<file path="src/rtl/moesi_pkg.sv">
// moesi_pkg: shared definitions for the snoop-side tag controller.
//   - MOESI state encodings (M=000, O=001, E=010, S=011, I=100)
//   - snoop bus transaction type
//   - snoop_next(): next MOESI state plus supply/dirty response for a snoop
package moesi_pkg;

  localparam logic [2:0] ST_M = 3'b000;
  localparam logic [2:0] ST_O = 3'b001;
  localparam logic [2:0] ST_E = 3'b010;
  localparam logic [2:0] ST_S = 3'b011;
  localparam logic [2:0] ST_I = 3'b100;

  typedef enum logic [1:0] {
    SNP_RD   = 2'b00,
    SNP_RDX  = 2'b01,
    SNP_UPGR = 2'b10,
    SNP_RSVD = 2'b11
  } snoop_type_t;

  typedef struct packed {
    logic [2:0] next;
    logic       supply;
    logic       dirty;
  } snoop_outcome_t;

  // Outcome of a snoop against a line currently in state cur. States and
  // types with no transition keep the line unchanged and supply nothing.
  function automatic snoop_outcome_t snoop_next(input logic [2:0] cur,
                                                input snoop_type_t typ);
    snoop_outcome_t o;
    o = '{next: cur, supply: 1'b0, dirty: 1'b0};
    case (typ)
      SNP_RD: begin
        case (cur)
          ST_M, ST_O: o = '{next: ST_O, supply: 1'b1, dirty: 1'b1};
          ST_E:       o = '{next: ST_S, supply: 1'b1, dirty: 1'b0};
          default:    ;
        endcase
      end
      SNP_RDX: begin
        case (cur)
          ST_M, ST_O: o = '{next: ST_I, supply: 1'b1, dirty: 1'b1};
          ST_E:       o = '{next: ST_I, supply: 1'b1, dirty: 1'b0};
          ST_S:       o = '{next: ST_I, supply: 1'b0, dirty: 1'b0};
          default:    ;
        endcase
      end
      SNP_UPGR: begin
        if (cur != ST_I) o = '{next: ST_I, supply: 1'b0, dirty: 1'b0};
      end
      default: ;
    endcase
    return o;
  endfunction

endpackage

</file>
<file path="src/rtl/snoop_hit_detect.sv">
// snoop_hit_detect: combinational tag compare across all ways of one set,
// with lowest-index priority when several ways match.
// Ports:
//   tag     - tag being snooped
//   tags    - per-way stored tags
//   valids  - per-way valid bits
//   states  - per-way MOESI states
//   hit     - some way holds the line in a non-I state
//   way     - lowest matching way (0 on miss)
//   state   - MOESI state of that way (I on miss)
module snoop_hit_detect
  import moesi_pkg::*;
#(
  parameter int WAYS      = 4,
  parameter int TAG_WIDTH = 19,
  localparam int WAY_W    = (WAYS > 1) ? $clog2(WAYS) : 1
) (
  input  logic [TAG_WIDTH-1:0]            tag,
  input  logic [WAYS-1:0][TAG_WIDTH-1:0]  tags,
  input  logic [WAYS-1:0]                 valids,
  input  logic [WAYS-1:0][2:0]            states,
  output logic                            hit,
  output logic [WAY_W-1:0]                way,
  output logic [2:0]                      state
);

  // Scan from the top way down so the lowest matching way is left last.
  always_comb begin
    hit   = 1'b0;
    way   = '0;
    state = ST_I;
    for (int i = WAYS - 1; i >= 0; i--) begin
      if (valids[i] && (states[i] != ST_I) && (tags[i] == tag)) begin
        hit   = 1'b1;
        way   = WAY_W'(i);
        state = states[i];
      end
    end
  end

endmodule

</file>
<file path="src/rtl/snoop_tag_controller.sv">
// snoop_tag_controller: serves one bus snoop at a time against the MOESI tag
// array. It looks up the set, computes the next state, arbitrates for the
// shared tag write port, commits the change and returns a hit/supply/dirty
// response.
// Ports:
//   clk, rst_n                    - clock, async active-low reset
//   snp_req_*                     - snoop request (valid/ready, addr, type)
//   tag_rd_set, tag_rd_*          - tag array snoop read port
//   tag_wr_req / tag_wr_gnt       - write-port arbitration
//   tag_wr_*                      - tag array write port (en pulses one cycle)
//   snp_resp_*                    - snoop response (valid/ready + fields)
//   snp_stat_hits, snp_stat_invals - statistics counters
// Build option: define SNOOP_STATS_EN to implement the saturating counters;
// otherwise both counters are tied to 0.
module snoop_tag_controller
  import moesi_pkg::*;
#(
  parameter int SETS       = 128,
  parameter int WAYS       = 4,
  parameter int ADDR_WIDTH = 32,
  parameter int TAG_WIDTH  = ADDR_WIDTH - $clog2(SETS) - 6,
  parameter int LRU_BITS   = 2,
  localparam int SET_W     = $clog2(SETS),
  localparam int WAY_W     = (WAYS > 1) ? $clog2(WAYS) : 1
) (
  input  logic                             clk,
  input  logic                             rst_n,
  input  logic                             snp_req_valid,
  output logic                             snp_req_ready,
  input  logic [ADDR_WIDTH-1:0]            snp_req_addr,
  input  logic [1:0]                       snp_req_type,
  output logic [SET_W-1:0]                 tag_rd_set,
  input  logic [WAYS-1:0][TAG_WIDTH-1:0]   tag_rd_tags,
  input  logic [WAYS-1:0]                  tag_rd_valids,
  input  logic [WAYS-1:0][2:0]             tag_rd_states,
  input  logic [WAYS-1:0][LRU_BITS-1:0]    tag_rd_lru,
  output logic                             tag_wr_req,
  input  logic                             tag_wr_gnt,
  output logic                             tag_wr_en,
  output logic [SET_W-1:0]                 tag_wr_set,
  output logic [WAY_W-1:0]                 tag_wr_way,
  output logic [TAG_WIDTH-1:0]             tag_wr_tag,
  output logic                             tag_wr_valid,
  output logic [2:0]                       tag_wr_state,
  output logic [LRU_BITS-1:0]              tag_wr_lru,
  output logic                             snp_resp_valid,
  input  logic                             snp_resp_ready,
  output logic                             snp_resp_hit,
  output logic                             snp_resp_supply,
  output logic                             snp_resp_dirty,
  output logic [WAY_W-1:0]                 snp_resp_way,
  output logic [2:0]                       snp_resp_prev_state,
  output logic [31:0]                      snp_stat_hits,
  output logic [31:0]                      snp_stat_invals
);

  localparam logic [1:0] IDLE   = 2'd0;
  localparam logic [1:0] LOOKUP = 2'd1;
  localparam logic [1:0] WRITE  = 2'd2;
  localparam logic [1:0] RESP   = 2'd3;

  logic [1:0]           fsm_q;
  logic [SET_W-1:0]     set_p0;
  logic [TAG_WIDTH-1:0] tag_p0;
  snoop_type_t          type_p0;
  logic                 hit_p1, supply_p1, dirty_p1;
  logic [WAY_W-1:0]     way_p1;
  logic [2:0]           prev_p1;

  logic                 det_hit;
  logic [WAY_W-1:0]     det_way;
  logic [2:0]           det_state;
  snoop_outcome_t       eval;
  logic                 eval_hit, eval_need, eval_load;
  logic                 unused_addr_bits;

  assign unused_addr_bits = ^snp_req_addr[5:0];

  snoop_hit_detect #(.WAYS(WAYS), .TAG_WIDTH(TAG_WIDTH)) u_hit (
    .tag    (tag_p0),
    .tags   (tag_rd_tags),
    .valids (tag_rd_valids),
    .states (tag_rd_states),
    .hit    (det_hit),
    .way    (det_way),
    .state  (det_state)
  );

  // Evaluation shared by LOOKUP and the grant cycle; reserved types never hit.
  always_comb begin
    eval      = snoop_next(det_state, type_p0);
    eval_hit  = det_hit && (type_p0 != SNP_RSVD);
    eval_need = eval_hit && (eval.next != det_state);
    eval_load = (fsm_q == LOOKUP) || ((fsm_q == WRITE) && tag_wr_gnt);
  end

  // ---- stage p0: request capture and FSM ----
  always_ff @(posedge clk or negedge rst_n) begin
    if (!rst_n) begin
      fsm_q   <= IDLE;
      set_p0  <= '0;
      tag_p0  <= '0;
      type_p0 <= SNP_RD;
    end else begin
      case (fsm_q)
        IDLE: if (snp_req_valid) begin
          set_p0  <= snp_req_addr[6 +: SET_W];
          tag_p0  <= snp_req_addr[ADDR_WIDTH-1 -: TAG_WIDTH];
          type_p0 <= snoop_type_t'(snp_req_type);
          fsm_q   <= LOOKUP;
        end
        LOOKUP: fsm_q <= eval_need ? WRITE : RESP;
        WRITE:  if (tag_wr_gnt) fsm_q <= RESP;
        default: if (snp_resp_ready) fsm_q <= IDLE;
      endcase
    end
  end

  // ---- stage p1: lookup / grant-cycle result held for the response ----
  always_ff @(posedge clk or negedge rst_n) begin
    if (!rst_n) begin
      hit_p1    <= 1'b0;
      supply_p1 <= 1'b0;
      dirty_p1  <= 1'b0;
      way_p1    <= '0;
      prev_p1   <= ST_I;
    end else if (eval_load) begin
      hit_p1    <= eval_hit;
      supply_p1 <= eval_hit && eval.supply;
      dirty_p1  <= eval_hit && eval.dirty;
      way_p1    <= eval_hit ? det_way : '0;
      prev_p1   <= eval_hit ? det_state : ST_I;
    end
  end

  assign snp_req_ready = (fsm_q == IDLE);
  assign tag_rd_set    = ((fsm_q == LOOKUP) || (fsm_q == WRITE)) ? set_p0 : '0;
  assign tag_wr_req    = (fsm_q == WRITE);

  // The write commits whatever the grant-cycle read says, so a line the core
  // dropped while we waited is simply not written.
  assign tag_wr_en    = (fsm_q == WRITE) && tag_wr_gnt && eval_need;
  assign tag_wr_set   = tag_wr_en ? set_p0 : '0;
  assign tag_wr_way   = tag_wr_en ? det_way : '0;
  assign tag_wr_tag   = tag_wr_en ? tag_rd_tags[det_way] : '0;
  assign tag_wr_lru   = tag_wr_en ? tag_rd_lru[det_way] : '0;
  assign tag_wr_state = tag_wr_en ? eval.next : '0;
  assign tag_wr_valid = tag_wr_en && (eval.next != ST_I);

  assign snp_resp_valid      = (fsm_q == RESP);
  assign snp_resp_hit        = snp_resp_valid && hit_p1;
  assign snp_resp_supply     = snp_resp_valid && supply_p1;
  assign snp_resp_dirty      = snp_resp_valid && dirty_p1;
  assign snp_resp_way        = snp_resp_valid ? way_p1 : '0;
  assign snp_resp_prev_state = snp_resp_valid ? prev_p1 : '0;

`ifdef SNOOP_STATS_EN
  function automatic logic [31:0] sat_inc(input logic [31:0] v);
    return (v == 32'hFFFF_FFFF) ? v : v + 32'd1;
  endfunction

  logic [31:0] hits_q, invals_q;

  always_ff @(posedge clk or negedge rst_n) begin
    if (!rst_n) begin
      hits_q   <= '0;
      invals_q <= '0;
    end else begin
      if (snp_resp_ready && snp_resp_hit) hits_q <= sat_inc(hits_q);
      if (tag_wr_en && (tag_wr_state == ST_I)) invals_q <= sat_inc(invals_q);
    end
  end

  assign snp_stat_hits   = hits_q;
  assign snp_stat_invals = invals_q;
`else
  assign snp_stat_hits   = '0;
  assign snp_stat_invals = '0;
`endif

endmodule

</file>
<file path="config.mk">
export PLATFORM = sky130hd
export DESIGN_NAME = snoop_tag_controller
export DESIGN_NICKNAME = d
export VERILOG_FILES = /design/src/rtl/moesi_pkg.sv /design/src/rtl/snoop_hit_detect.sv /design/src/rtl/snoop_tag_controller.sv
export SDC_FILE = /design/constraint.sdc
export NUM_CORES = 1
export LEC_CHECK = 0
export CAP_MARGIN = 20
export CORE_ASPECT_RATIO = 0.8
export CORE_MARGIN = 3
export CORE_UTILIZATION = 25
export CTS_BUF_LIST = sky130_fd_sc_hd__clkbuf_4 sky130_fd_sc_hd__clkbuf_8
export CTS_CLUSTER_DIAMETER = 60
export DETAILED_ROUTE_END_ITERATION = 6
export GPL_TIMING_DRIVEN = 0
export PLACE_DENSITY_LB_ADDON = 0.25
export SYNTH_ARGS = -nofsm -noshare
export SYNTH_HDL_FRONTEND = slang
export SYNTH_SLANG_ARGS = --single-unit
export TNS_END_PERCENT = 50
</file>
<file path="constraint.sdc">
create_clock -name clk -period 8.3 [get_ports clk]
set_input_delay 1.66 -clock clk [delete_from_list [all_inputs] [get_ports clk]]
set_output_delay 1.66 -clock clk [all_outputs]
set_load 0.01 [all_outputs]
</file>
# Word-level counts from Yosys, hierarchy flattened
# Index checks and enable logic that the tools add are counted.
[op_classes] n_eq_ne=22 reduce_logical=27 order_cmp=1 muxes=35
[ops] operator="19-bit == test" count=4
[ops] operator="19-bit binary-select mux with 2-bit select" count=1
[ops] operator="19-bit two-way mux" count=2
[ops] operator="5-bit case mux with 3 select lines" count=2
[ops] operator="2-bit two-way mux" count=12
[ops] operator="3-bit two-way mux" count=7
[ops] operator="1-bit logical AND" count=18
[ops] operator="3-bit inequality test (second input constant)" count=6
[ops] operator="7-bit two-way mux" count=2
[ops] operator="5-bit case mux with 2 select lines" count=1
[ops] operator="2-bit == test (second input constant)" count=3
[ops] operator="3-bit by 2-bit == test with 1-bit output (second input constant)" count=2
[ops] operator="2-bit case mux with 3 select lines" count=1
[ops] operator="1-bit two-way mux" count=5
[ops] operator="5-bit two-way mux" count=1
[ops] operator="2-bit binary-select mux with 2-bit select" count=1
[ops] operator="2-bit by 1-bit == test with 1-bit output (second input constant)" count=2
[ops] operator="2-bit logical NOT" count=2
[ops] operator="2-bit inequality test (second input constant)" count=2
[ops] operator="4-bit nonzero test" count=1
[ops] operator="3-bit by 1-bit == test with 1-bit output (second input constant)" count=1
[ops] operator="3-bit logical NOT" count=1
[ops] operator="2-bit by 3-bit < comparator with 1-bit output (second input constant)" count=1
[ops] operator="3-bit inequality test" count=1
[ops] operator="5 further kinds" count=6
[totals] input_bits=139 wordCells=94 register_bits=38 output_inout_bits=117

# Depth between registers and ports, before layout
# Gate-level depths: netlist (run 1).
[logic_depth] ltp_word=15 depth_mapped=13

# Hierarchy
# Synthesis (run 1) repeated with hierarchy kept, for this count alone.
[hier_totals] hier_cells=418 hier_area_um2=4033.9
[by_module_without_submodules] mod="snoop_tag_controller" seq_area_each_um2=952.2 area_per_inst_um2=2989.1 n_inst=1 cells_each=274
[by_module_without_submodules] mod="snoop_hit_detect" seq_area_each_um2=0.0 area_per_inst_um2=1044.8 n_inst=1 cells_each=144

# Worst setup path before layout (run 1)
# No wires, ideal clock.
[synth_timing] kind="input -> output" start="in tag_rd_tags[7] (netlist name)" end="out tag_wr_lru[0]" path_stages=11 path_buffers=2 arrival_ps=4022 setup_slack_ps=2618 required_time_ps=6640 path_cell_list="xor2_1 -> or3b_1 -> nor4_2 -> nand2_2 -> or2_4 -> a311oi_2 -> a211oi_1 -> or3_1 -> buf_6 -> buf_6 -> nor2_1"
[synth_via] elab_chain_cells=11
[synth_rtl] element="start: declaration" line="snoop_tag_controller.sv:33" text="input logic [WAYS-1:0][TAG_WIDTH-1:0] tag_rd_tags,"
[synth_rtl] element="19-bit == test (*)" line="snoop_hit_detect.sv:33" text="if (valids[i] && (states[i] != ST_I) && (tags[i] == tag)) begin"
[synth_rtl] element="1-bit logical AND (*)" line="snoop_hit_detect.sv:33"
[synth_rtl] element="3-bit two-way mux" line="snoop_hit_detect.sv:33"
[synth_rtl] element="3-bit by 1-bit == test with 1-bit output or 3-bit logical NOT (tied branches)" line="moesi_pkg.sv:34, moesi_pkg.sv:41"
[synth_rtl] element="2-bit OR reduction" line="moesi_pkg.sv:34, moesi_pkg.sv:41"
[synth_rtl] element="5-bit case mux with 3 select lines or 5-bit case mux with 2 select lines (tied branches)" line="moesi_pkg.sv:41, moesi_pkg.sv:34"
[synth_rtl] element="5-bit case mux with 3 select lines" line="moesi_pkg.sv:32" text="case (typ)"
[synth_rtl] element="3-bit inequality test" line="snoop_tag_controller.sv:93" text="eval_need = eval_hit && (eval.next != det_state);"
[synth_rtl] element="1-bit logical AND" line="snoop_tag_controller.sv:93"
[synth_rtl] element="1-bit logical AND" line="snoop_tag_controller.sv:142" text="assign tag_wr_en = (fsm_q == WRITE) && tag_wr_gnt && eval_need;"
[synth_rtl] element="2-bit two-way mux (*)" line="snoop_tag_controller.sv:146" text="assign tag_wr_lru = tag_wr_en ? tag_rd_lru[det_way] : '0;"
[synth_rtl] element="end: declaration" line="snoop_tag_controller.sv:45" text="output logic [LRU_BITS-1:0] tag_wr_lru,"
# Every way passes the cells marked *; elsewhere a longest branch is shown, timed or not. The select of a mux whose other input is x is not followed.

# Worst setup path after layout (run 1)
[layout_timing] start="in tag_rd_tags[75] (netlist name)" end="out tag_wr_tag[11]"
[layout_via] elab_chain_cells=14
[layout_rtl] element="19-bit == test (*)" line="snoop_hit_detect.sv:33"
[layout_rtl] element="1-bit logical AND (*)" line="snoop_hit_detect.sv:33"
[layout_rtl] element="3-bit two-way mux (4 in a row)" line="snoop_hit_detect.sv:33"
[layout_rtl] element="3-bit by 1-bit == test with 1-bit output or 3-bit logical NOT (tied branches)" line="moesi_pkg.sv:34, moesi_pkg.sv:41"
[layout_rtl] element="2-bit OR reduction" line="moesi_pkg.sv:34, moesi_pkg.sv:41"
[layout_rtl] element="5-bit case mux with 3 select lines or 5-bit case mux with 2 select lines (tied branches)" line="moesi_pkg.sv:41, moesi_pkg.sv:34"
[layout_rtl] element="5-bit case mux with 3 select lines" line="moesi_pkg.sv:32"
[layout_rtl] element="3-bit inequality test" line="snoop_tag_controller.sv:93"
[layout_rtl] element="1-bit logical AND" line="snoop_tag_controller.sv:93"
[layout_rtl] element="1-bit logical AND" line="snoop_tag_controller.sv:142"
[layout_rtl] element="19-bit two-way mux (*)" line="snoop_tag_controller.sv:145" text="assign tag_wr_tag = tag_wr_en ? tag_rd_tags[det_way] : '0;"
[layout_rtl] element="end: declaration" line="snoop_tag_controller.sv:42" text="output logic [TAG_WIDTH-1:0] tag_wr_tag,"
# Marks and branches as above.

==> flow_summary.toml, run 1 <==
[status]
status = "finished clean"

[route]
dr.pass1.iters = 5
viasPerCell = 4.38
drtIter0Drc = 274
wl_per_cell_um = 18.2
drc = 0
final_antenna_net_count = 0
vias = 4722
drt_wl_total_um = 19600

[worst_setup_path]
critPathSlowestCell = "clkbuf_1"
cp_cell_sequence = "clkdlybuf4s50_1, xor2_1, nor4_4, nand3b_2, a2111oi_0, o21a_1, clkbuf_1, clkbuf_1, mux2_2, a21oi_1, nor2_4, clkdlybuf4s50_1"
cp.required_ps = 6640
critPathMaxFanout = 10
worstSetupEndpointType = "output port"
critPathMaxStageDelay_ps = 680
path_class = "primary input to output port"
crit_arrival_ps = 5850
crit_path_start_kind = "primary input"

[synthesis]
synth_area_per_cell_um2 = 8.51
synthArstFlopShare_pct = 100
synth_top_cell_by_area = "dfrtp_1"
synth-seq-cells = 38
synth_top_area_share_pct = 19.1
synth_cell_types = 62
synthTopCellsByArea = "dfrtp_1 19%, mux2_2 11%, buf_4 9.9%, xnor2_1 9.8%, nor2_4 4.6%"
ys_seq_area_share_pct = 19.7
yosys_warnings = 0
synthTopCellsByCount = "64 x buf_4, 54 x xnor2_1, 49 x mux2_2"
synthCells = 569
yosys.cell_count.top_type = "buf_4"
synth-edff-count = 0
synth_area_um2 = 4840
synth_ff_type = "dfrtp_1"

[sta]
slew_violations = 0
rsz0062_at_grt = "false"
slew_headroom_pct = 36.7
tightest_slew_ps = 925
setup_viol = 0
fin_worst_skew_ps = 15.9
fin_crit_sh_pct = 90.5
hold_slack_ps = 464
min_period_ps = 7510
tns_ps = 0
finalHoldViolations = 0
fmax_mhz = 133
setup_ws_ps = 789

[clock_tree]
cts-root-buf = "clkbuf_8"
cts_tree = "built"
cts-resized-gates = 0
clock_sinks = 38
insertion_delay_ps = 330
cts_buffers = 5
cts_hold_buf = 0
clock_path_buffers = 2
cts_htree_levels = 2
clk_pin_slew_ps = 100
post_cts.repair.setup_buffers = 0

[placed_design]
dpl.hpwl_um = 16600
preCtsSetupSlack_ps = 731
place.gp.congestion = 0.871
placed_area_um2 = 7260
io_buffers = 185
placed_cells = 1071

[global_routing]
gr-total-overflow = 0
grt-busiest-layer = "met2"
use_met3_pct = 4.29
grt_pass1_wl_um = 28800
antenna_found_initial = 0
grt_pass1_vias = 4594
grt_usage_pct = 18.1
grt_max_degree = 35
grt_util_met1_pct = 26.1
met2_usage_pct = 28.2

[worst_hold_path]
min_path_type = "flop to flop"

[power]
power_density_nw_per_um2 = 203
p_total_mw = 1.50
leakagePower_nw = 2.97
irDropWorstVdd_uv = 104

[layout]
fin_nets = 972
layout-drive-gt1-share_pct = 22.2
fin_area_um2 = 7400
n_antenna_cell = 0
area_growth_pct = 52.8
fillCellCount = 1967
final_util_pct = 39.9
layout.cells.non_filler = 1079

[floorplanning]
dieWidth_um = 162
design.core.area_um2 = 18600
dieArea_um2 = 21100
std_cell_rows = 44
ios = 256
die_h_um = 130
start_util_pct = 26.1

[job]
maxCapViolCount = 0
==> routing by layer <==
layer / part of all wire, % / wire (µm) / up-vias
met1: 49 / 9570 / 2178
met2: 43 / 8400 / 191
met5: 0 / 0 / -
met3: 7.7 / 1500 / 12
li1: - / - / 2341
met4: 0.82 / 160 / 0
==> power breakdown <==
part / leakage (nW) / switching (mW) / total (mW) / internal [mW]
combinational: 2.44 / 0.539 / 1.00 / 0.462
clock: 0.0683 / 0.0896 / 0.210 / 0.121
sequential: 0.463 / 0.0327 / 0.293 / 0.260
==> area by class of cell <==
type / instances / area [µm²] / area share (%)
Clock inverter: 3 / 68.8 / 0.930
Buffer: 102 / 704 / 9.52
Clock buffer: 5 / 68.8 / 0.930
Tap cell: 253 / 317 / 4.28
Inverter: 20 / 75.1 / 1.01
Sequential cell: 38 / 952 / 12.9
Multi-Input combinational cell: 472 / 3350 / 45.2
Timing Repair Buffer: 186 / 1870 / 25.2
==> worst paths after layout <==
| path | start | to | depth (start not counted) | slack [ps] |
|---|---|---|---|---|
| worst max register to register | tag_p0[1] | way_p1[1] | 9 | 4760 |
| worst min register to register | prev_p1[2] | prev_p1[2] | 2 | 460 |
| worst max-delay path | tag_rd_tags[75] | tag_wr_tag[11] | 12 | 790 |
| max in group asynchronous | rst_n | prev_p1[2] | 2 | 6650 |
| worst min-delay path | prev_p1[2] | prev_p1[2] | 2 | 460 |
| min in group asynchronous | rst_n | tag_p0[16] | 1 | 1160 |
==> sequential cells by signal, indices dropped and copies added (netlist names) <==
name       cells
tag_p0        19
fsm_q          2
prev_p1        3
dirty_p1       1
type_p0        2
way_p1         2
hit_p1         1
set_p0         7
supply_p1      1
==> placed cells by master (no fill, tap or decap), drive strengths merged, types with 3 or more instances in the layout <==
master / count
a2111oi: 5
a21o: 3
a21oi: 28
and2: 19
and3: 5
buf: 92
clkbuf: 17
clkdlybuf4s50: 184
conb: 64
dfrtp: 37
ha: 8
inv: 20
mux2: 49
mux2i: 21
nand2: 25
nand3: 10
nand4: 18
nor2: 68
nor2b: 4
nor3: 5
nor4: 10
o211ai: 3
o21ai: 10
o22ai: 3
o31ai: 7
or3b: 3
xnor2: 54
xor2: 22
==> cell families after synthesis <==
kind of cell	after synthesis	synth area share [%]
DFF	38	19.7
other	1	0.0774
muxes	70	15.7
AOI/OAI and AO/OA	75	10.5
buffers and inverters	122	16.1
and+or+nand+nor	179	22.1
xor gates and xnor gates	76	13.7
adders and majority gates	8	2.07
==> critical path, delay by kind of cell <==
family	cells	cell delay, ps
buffers and inverters	4	1950
AO/OA/AOI/OAI	3	990
AND/OR/NAND/NOR	3	630
multiplexers	1	410
XOR/XNOR	1	190
Power figures use the tool's default switching activity.
==> run 2, diff against run 1 <==
PLACE_DENSITY = 0.65   (was default)
PLACE_DENSITY_LB_ADDON = default   (was 0.25)
==> flow_summary.toml, run 2 (synthesized netlist as in run 1, its figures left out) <==
[status]
status = "finished clean"

[sta]
setup_viol = 0
slew_violations = 0
hold_slack_ps = 467
finalHoldViolations = 0
fin_worst_skew_ps = 10.5
tns_ps = 0
fin_crit_sh_pct = 89.0
fmax_mhz = 135
slew_headroom_pct = 32.4
tightest_slew_ps = 1010
min_period_ps = 7390
rsz0062_at_grt = "false"
setup_ws_ps = 911

[global_routing]
antenna_found_initial = 0
grt_pass1_vias = 4545
grt_usage_pct = 17.9
gr-total-overflow = 0
grt_pass1_wl_um = 28300
grt_max_degree = 26

[clock_tree]
cts-root-buf = "clkbuf_8"
insertion_delay_ps = 330
clk_pin_slew_ps = 90
cts_hold_buf = 0
cts_buffers = 5
cts_tree = "built"
post_cts.repair.setup_buffers = 0
cts-resized-gates = 0
cts_htree_levels = 2
clock_sinks = 38
clock_path_buffers = 2

[floorplanning]
die_h_um = 130
dieWidth_um = 162
ios = 256
std_cell_rows = 44
dieArea_um2 = 21100
start_util_pct = 26.1
design.core.area_um2 = 18600

[worst_setup_path]
path_class = "primary input to output port"
critPathMaxFanout = 10
worstSetupEndpointType = "output port"
crit_path_start_kind = "primary input"
cp.required_ps = 6640
crit_arrival_ps = 5730

[layout]
largest_register_ffs = 19
fin_area_um2 = 7380
n_antenna_cell = 0
reg_top3 = "tag_p0 x19, set_p0 x7, prev_p1 x3"
area_growth_pct = 52.3
final_util_pct = 39.8
fin_nets = 972
final_cell_mix = "184 x clkdlybuf4s50_1, 64 x buf_4, 64 x conb_1"
final_common_cell = "clkdlybuf4s50_1"
layout-drive-gt1-share_pct = 22.1
top_register = "tag_p0"
layout.cells.non_filler = 1078

[route]
dr.pass1.iters = 5
drt_wl_total_um = 19400
drtIter0Drc = 182
vias = 4698
viasPerCell = 4.36
drc = 0
wl_per_cell_um = 18.0
final_antenna_net_count = 0

[placed_design]
preCtsSetupSlack_ps = 926
dpl.hpwl_um = 16400
place.gp.congestion = 0.872
placed_cells = 1071
io_buffers = 185
placed_area_um2 = 7260

[power]
combPwrFrac_pct = 67.8
sw_frac_of_total_pct = 43.9
leakagePower_nw = 2.96
pwr-share-clk_pct = 12.2
p_int_uw = 818
power_density_nw_per_um2 = 198
irDropWorstVdd_uv = 133
p_sw_uw = 641
p_total_mw = 1.46
seqPwrFrac_pct = 20.0

[worst_hold_path]
min_path_type = "flop to flop"

[job]
maxCapViolCount = 0
run 2: power by group through the flow:
stage                     Combinational, mW  Clock (mW)  Sequential, mW
after global routing                   1.07       0.192           0.302
after detailed placement              0.981           0           0.296
final                                 0.989       0.178           0.292
after floorplan                       0.653           0           0.287
after CTS                             0.987       0.185           0.292
after global placement                0.970           0           0.293
run 2: cell type report:
| cell class | count | area [µm²] |
|---|---|---|
| Sequential cell | 38 | 952 |
| Tap cell | 253 | 317 |
| Multi-Input combinational cell | 472 | 3350 |
| Timing Repair Buffer | 186 | 1870 |
| Clock inverter | 1 | 30.0 |
| Inverter | 20 | 75.1 |
| Clock buffer | 6 | 82.6 |
| Fill cell | 1894 | 11200 |
| Buffer | 102 | 704 |
run 2: metal layers:
metal	GRT usage [%]	part of all wire [%]
met1	24.6	47
met2	28.1	44
met3	4.98	7.9
met4	4.51	1.5
met5	0	0
run 2: critical path, stage by stage:
cell and delay [ps]:
clkdlybuf4s50_1 450, xnor2_1 340, nand2_1 100, a2111oi_0 460
nand3_1 350, and2_1 280, o21ai_1 530, clkbuf_1 660
a21oi_1 230, nor2_4 130, clkdlybuf4s50_1 540
run 2: worst paths after layout:
check                                 from             end  slack [ps]  cells after the start
setup reg to reg                tag_p0[11]       way_p1[1]        4830                      9
max in group asynchronous            rst_n      prev_p1[2]        6480                      2
min in group asynchronous            rst_n       tag_p0[9]        1250                      1
setup / recovery           tag_rd_tags[30]  tag_wr_tag[13]         910                     11
hold / removal                    dirty_p1        dirty_p1         470                      2
hold reg to reg                   dirty_p1        dirty_p1         470                      2
